### src/rtl/mult_div_unit.sv
// -----------------------------------------------------------------------------
// mult_div_unit
//
// Iterative multiply/divide unit with the architectural HI/LO registers of the
// mips32 core. MULT/MULTU use a 32-step shift-add multiplier and DIV/DIVU use a
// 32-step restoring divider, both over operand magnitudes. A FIX state applies
// the sign rules and commits HI/LO. MTHI/MTLO write HI/LO directly while idle.
//
// Optional feature macro: MULTDIV_FAST_MUL_EN
//   defined     -> MULT/MULTU use a single-cycle combinational multiplier
//                  (result committed 2 cycles after the start edge).
//   not defined -> iterative multiply, 33-cycle latency, no hardware multiplier.
//
// Ports
//   clk     in   1   clock, rising edge
//   rst     in   1   synchronous active-high reset
//   start   in   1   issue request, sampled only in IDLE
//   op      in   2   00 MULT, 01 MULTU, 10 DIV, 11 DIVU
//   rsData  in  32   operand A (multiplicand / dividend), MTHI/MTLO data
//   rtData  in  32   operand B (multiplier / divisor)
//   mthi    in   1   write rsData to HI (IDLE only, start has priority)
//   mtlo    in   1   write rsData to LO (IDLE only, start has priority)
//   busy    out  1   high whenever the unit is not idle
//   done    out  1   one-cycle pulse in the cycle after HI/LO commit
//   hi      out 32   HI register
//   lo      out 32   LO register
// -----------------------------------------------------------------------------
module mult_div_unit (
    input  logic        clk,
    input  logic        rst,
    input  logic        start,
    input  logic [1:0]  op,
    input  logic [31:0] rsData,
    input  logic [31:0] rtData,
    input  logic        mthi,
    input  logic        mtlo,
    output logic        busy,
    output logic        done,
    output logic [31:0] hi,
    output logic [31:0] lo
);

    typedef enum logic [1:0] {
        IDLE = 2'd0,
        MUL  = 2'd1,
        DIV  = 2'd2,
        FIX  = 2'd3
    } state_t;

    state_t      state;
    logic [1:0]  op_q;
    logic        sign_a;
    logic        sign_b;
    logic [31:0] a_mag;
    logic [31:0] b_mag;
    logic [4:0]  count;

    // Shared 64-bit working register.
    //   MUL: {partial product high, remaining multiplier / product low}
    //   DIV: {partial remainder, dividend bits shifting out / quotient bits in}
    logic [63:0] acc;

    // Operand preparation at issue: signed ops (op[0] == 0) keep magnitudes
    // plus sign flags; unsigned ops never set a sign flag.
    logic        in_sign_a;
    logic        in_sign_b;
    logic [31:0] in_a_mag;
    logic [31:0] in_b_mag;

    assign in_sign_a = ~op[0] & rsData[31];
    assign in_sign_b = ~op[0] & rtData[31];
    assign in_a_mag  = in_sign_a ? -rsData : rsData;
    assign in_b_mag  = in_sign_b ? -rtData : rtData;

    // Original operand A, rebuilt from magnitude and sign; two's complement
    // negation round-trips even for 0x80000000.
    logic [31:0] a_orig;
    assign a_orig = sign_a ? -a_mag : a_mag;

`ifndef MULTDIV_FAST_MUL_EN
    // One shift-add step: add the multiplicand into the upper half when the
    // current multiplier bit (acc[0]) is set, then shift everything right.
    logic [32:0] mul_sum;
    assign mul_sum = {1'b0, acc[63:32]} + (acc[0] ? {1'b0, a_mag} : 33'd0);
`endif

    // One restoring-division step: shift the next dividend bit into the
    // remainder and subtract the divisor if it fits. The partial remainder is
    // always below the divisor, so the difference fits in 32 bits.
    logic [32:0] div_shift;
    logic        div_ok;
    logic [31:0] div_sub;

    assign div_shift = {acc[63:32], acc[31]};
    assign div_ok    = (div_shift >= {1'b0, b_mag});
    assign div_sub   = div_shift[31:0] - b_mag;

    // Sign fix-up and commit values.
    logic [31:0] fix_hi;
    logic [31:0] fix_lo;

    always_comb begin
        // NOTE: every combinational output gets a default first so no path
        // leaves it unassigned and no latch is inferred.
        fix_hi = acc[63:32];
        fix_lo = acc[31:0];
        if (!op_q[1]) begin
            if (sign_a ^ sign_b) begin
                {fix_hi, fix_lo} = -acc;
            end
        end else if (b_mag == 32'd0) begin
            // Divide by zero: HI returns the dividend, LO all ones, no sign fix.
            fix_hi = a_orig;
            fix_lo = 32'hFFFF_FFFF;
        end else begin
            if (sign_a ^ sign_b) begin
                fix_lo = -acc[31:0];
            end
            if (sign_a) begin
                fix_hi = -acc[63:32];
            end
        end
    end

    assign busy = (state != IDLE);

    // NOTE: all state is updated with non-blocking assignments so every
    // register samples the pre-edge values of the others.
    always_ff @(posedge clk) begin
        if (rst) begin
            state  <= IDLE;
            op_q   <= 2'd0;
            sign_a <= 1'b0;
            sign_b <= 1'b0;
            a_mag  <= 32'd0;
            b_mag  <= 32'd0;
            acc    <= 64'd0;
            count  <= 5'd0;
            hi     <= 32'd0;
            lo     <= 32'd0;
            done   <= 1'b0;
        end else begin
            done <= 1'b0;
            case (state)
                IDLE: begin
                    if (start) begin
                        op_q   <= op;
                        sign_a <= in_sign_a;
                        sign_b <= in_sign_b;
                        a_mag  <= in_a_mag;
                        b_mag  <= in_b_mag;
                        count  <= 5'd0;
                        acc    <= op[1] ? {32'd0, in_a_mag} : {32'd0, in_b_mag};
                        state  <= op[1] ? DIV : MUL;
                    end else begin
                        if (mthi) hi <= rsData;
                        if (mtlo) lo <= rsData;
                    end
                end

                MUL: begin
`ifdef MULTDIV_FAST_MUL_EN
                    acc   <= {32'd0, a_mag} * {32'd0, b_mag};
                    state <= FIX;
`else
                    acc   <= {mul_sum, acc[31:1]};
                    count <= count + 5'd1;
                    if (count == 5'd31) state <= FIX;
`endif
                end

                DIV: begin
                    acc   <= {(div_ok ? div_sub : div_shift[31:0]), acc[30:0], div_ok};
                    count <= count + 5'd1;
                    if (count == 5'd31) state <= FIX;
                end

                FIX: begin
                    hi    <= fix_hi;
                    lo    <= fix_lo;
                    done  <= 1'b1;
                    state <= IDLE;
                end

                default: state <= IDLE;
            endcase
        end
    end

endmodule

### config.mk
export PLATFORM = sky130hd
export DESIGN_NAME = mult_div_unit
export DESIGN_NICKNAME = d
export VERILOG_FILES = /design/src/rtl/mult_div_unit.sv
export SDC_FILE = /design/constraint.sdc
export NUM_CORES = 1
export LEC_CHECK = 0
export CAP_MARGIN = 20
export CORE_UTILIZATION = 50
export CTS_CLUSTER_DIAMETER = 200
export DETAILED_ROUTE_END_ITERATION = 10
export DONT_BUFFER_PORTS = 1
export SETUP_SLACK_MARGIN = 0.1
export SLEW_MARGIN = 0
export SYNTH_ARGS = -nofsm -noshare
export SYNTH_HDL_FRONTEND = slang
export SYNTH_SLANG_ARGS = --single-unit
### constraint.sdc
create_clock -name clk -period 6.5 [get_ports clk]
set_input_delay 1.3 -clock clk [delete_from_list [all_inputs] [get_ports clk]]
set_output_delay 1.3 -clock clk [all_outputs]
set_load 0.02 [all_outputs]
==> results.md <==
## Routing
- 0 — DRC violations left
- 25.5 µm — detail-routed net length per standard cell
- 0 — remaining antenna violation count
- 1860 — initial DRC count
- 67400 µm — wire length reported by the detailed router
- 6.62 — via count normalized by instance count
- 17521 — routed vias
- 6 — first-pass detailed-route iteration total

## Synthesis
- 0% — FFs w/ async S/R, synth
- 17100 µm² — area of the mapped netlist
- 2302 — count of mapped cells out of synthesis
- 0 — number of enable flip-flop cells after synthesis
- 203 — number of register bits inferred by synthesis
- 0 — Syn. warnings
- 23.8% — portion of synthesized cell area occupied by the leading cell type
- dfxtp_1 24%, xnor2_1 6.8%, a21oi_1 6.3% — cell types with the largest area share after synthesis
- dfxtp_1 — library cell occupying the most area in the post-synthesis netlist
- 7.41 µm² — post-synthesis area per instance
- 23.8% — sequential fraction of the synthesis area
- 82 — post-synthesis cell type count
- dfxtp_1 — most instantiated flip-flop cell in the synthesis netlist
- 2450 — syn_nets

## Global routing
- 37.4% — total global routing track utilization
- 0 — total grt overflow
- 101000 µm — global-route wire length before repair
- 158 — maximum number of pins on one net before global-route repair
- 16340 — via count of the first global-routing pass
- 0 — antenna violations before repair

## Timing
- 235 MHz — Peak Freq
- 4.25 ns — final worst path period need
- 1.06 ns — actual slew at the worst max-slew pin
- false — RSZ-0062 raised after global routing
- 28.6% — relative slew slack
- 0.505 ns — WHS
- 0 — Final Hold Vio Count
- 0 — number of setup violations in the final report
- 0 ns — Setup TNS Final
- 0 — Final Max Tran Viols
- 0.0223 ns — post-route clock skew
- 65.4% — fraction of the cycle the final worst path needs

## Pwr
- 6.62 mW — total power draw
- 6.81 nW — leakage power of the design
- 365 nW/µm² — power density over the cells
- 0.974 mV — VDD IR-drop max

## Place
- 0.960 — GPL Wtd Cong
- 51600 µm — HPWL after detailed placement
- 0 — total of buffers placed on input and output ports

## Floorplan
- 67 — number of standard-cell rows in the floorplan
- 137 — number of ports placed on the die boundary
- 187 µm — die span in x
- 33500 µm² — Core Box Area
- 187 µm — vertical extent of the die
- 50.9% — Initial Util
- 34800 µm² — area of the die

## Clocking
- 0 — hold buffer count at cts
- built — clock tree from TritonCTS
- 0.58 ns — clock latency at the later pin of the worst-skew pair
- 0 — total of cells resized after clock tree synthesis
- 26 — number of buffers added by the clock tree synthesis step
- 0.06 ns — clock transition at the register clock pins on the worst setup and hold paths after CTS
- 0 — post-CTS setup repair buffer count
- 203 — clock sinks
- 3 — maximum buffer depth of the clock tree
- clkbuf_16 — root buffer cell
- 1 — CTS HTree Levels

## Cells and area
- 3295 — final-layout fill cell count
- 6.50% — area grow syn2layout
- 12100 µm² — area of the multi-input gates
- 2325 — count of nets after finishing
- 5.51% — layout cell share with drive strength beyond 1
- 4070 µm² — area used by sequential logic in the layout

## Hold path
- b_mag[0]$_SDFFE_PP0P_ — launch instance of the worst min-delay path
- b_mag[0]$_SDFFE_PP0P_ — Hold Path End
- 2 — number of cells on the worst hold path
- register to register — Hold Crit Class

## Setup path
- acc[0]$_SDFFE_PP0P_ — CP startpoint
- buf_4 > or4_1 > nor3_1 > nand3_1 > nand4b_1 > nor4_2 > a21boi_1 > o21ai_0 > o2111ai_1 > a211oi_1 — CP cell instances
- register to register — critical path start-end classification
- acc[0]$_SDFFE_PP0P_ — R2R Path Start
- 4.72 ns — arrival time reported for the critical path endpoint
- 6.97 ns — CP required
- register — Startpoint Class
- nand4b_1 — Critical-path top delay cell
- 36 — Worst Path Max Fanout
- register — capturing element type of the critical path
- 10 — cell depth of the worst flop-to-flop path
- hi[21]$_SDFFE_PP0P_ — RR Endpoint
- 2.25 ns — Register-to-Register Setup Slack
- 0.81 ns — CP max stage delay

## Status
- completed — status

## Flow run
- 0 — Max Cap Violations

[cell usage after synthesis, drive strengths merged (50+ instances only)]
cell type	n
clkbuf	167
a211oi	94
a22oi	50
nor2	218
o21ai	136
a21oi	214
dfxtp	203
inv	67
xnor2	133
nand2	238
ha	75
mux2i	50
xor2	85
[power by group]
part           switching, mW  internal [mW]
Clock                  0.630           1.01
Sequential             0.565           1.54
Combinational           1.90          0.977
[registers in the layout, indices dropped and copies added, names as in the netlist]
signal,count
a_mag,32
acc,64
b_mag,32
count,5
done,1
hi,32
lo,32
op_q,1
sign_a,1
sign_b,1
state,2
[through the flow]
| stage | utilization (%) | instance area, µm² | instances | setup WS (ns) |
|---|---|---|---|---|
| 3_5_place_dp | 51.3 | 17200 | 2597 | 2.26 |
| 4_1_cts | 54.1 | 18200 | 2645 | 2.39 |
| 6_report | 54.2 | 18200 | 2648 | 2.25 |
| 2_1_floorplan | - | 17100 | 2302 | 2.50 |
| 5_1_grt | 54.1 | 18200 | 2645 | 2.07 |
| 3_3_place_gp | 51.3 | 17200 | 2597 | 2.26 |
[routing by layer]
layer  share of wire, %  global-route usage [%]  up-vias  wire length [µm]
li1                   -                       -     8168                 -
met1                 42                    49.0     8402             28000
met2                 45                    59.4      784             30300
met3                8.3                    6.60      167              5580
met4                5.1                    17.7        0              3450
met5                  0                       0        -                 0
[worst max-delay path by stage]
| stage | to | slack [ns] | cells past startpoint |
|---|---|---|---|
| 2_1_floorplan | acc[29]$_SDFFE_PP0P_ | 2.50 | 8 |
| 3_3_place_gp | acc[30]$_SDFFE_PP0P_ | 2.26 | 9 |
| 3_5_place_dp | acc[30]$_SDFFE_PP0P_ | 2.26 | 9 |
| 4_1_cts | hi[21]$_SDFFE_PP0P_ | 2.39 | 10 |
| 5_1_grt | hi[21]$_SDFFE_PP0P_ | 2.07 | 10 |
| 6_report | hi[21]$_SDFFE_PP0P_ | 2.25 | 10 |
[worst max-delay path, delay by kind of cell, from the launching register on]
kind	cells	cell delay, ns
buf+inv	1	0.23
simple gates	5	2.88
compound gates	4	0.73
flops	1	0.29
[area by class of cell]
class,instances,area share (%)
clock buffer,34,3.91
clock inverter,14,1.40
antenna,3,0.0413
sequential,203,22.4
tap,448,3.09
inverter,68,1.41
multi-input combinational,1853,66.7
timing repair buffer,25,1.03
[layout by cell type, fill, tap and decap left out, types with 10 or more instances in the layout]
| master | instances |
|---|---|
| a211oi_1 | 94 |
| a21o_1 | 32 |
| a21oi_1 | 211 |
| a22oi_1 | 50 |
| a31oi_1 | 18 |
| and2_1 | 34 |
| buf_4 | 25 |
| clkbuf_16 | 26 |
| dfxtp_1 | 202 |
| ha_1 | 73 |
| inv_1 | 67 |
| mux2i_1 | 50 |
| nand2_1 | 238 |
| nand2b_1 | 20 |
| nand3_1 | 22 |
| nand4_1 | 16 |
| nor2_1 | 216 |
| nor2b_1 | 14 |
| nor3_1 | 46 |
| nor4_1 | 30 |
| o211ai_1 | 46 |
| o21a_1 | 13 |
| o21ai_0 | 135 |
| o21bai_1 | 10 |
| o221ai_1 | 38 |
| o31ai_1 | 29 |
| o41ai_1 | 23 |
| or2_2 | 13 |
| or3_1 | 16 |
| or4_1 | 19 |
| xnor2_1 | 132 |
| xor2_1 | 84 |
[cell families (layout without fill, tap and decap cells)]
logic type                 Yosys count  after routing  synth area share (%)
muxes                               61             61                  3.86
and+or+nand+nor                    730            730                  20.4
buffers and inverters              246            141                  5.44
DFF                                203            203                  23.8
AOI/OAI and AO/OA                  767            767                  29.5
other                                0              3                     0
xor gates and xnor gates           218            218                  11.2
adders and majority gates           77             77                  5.74
Note: power is estimated with default switching activity, not from simulation.
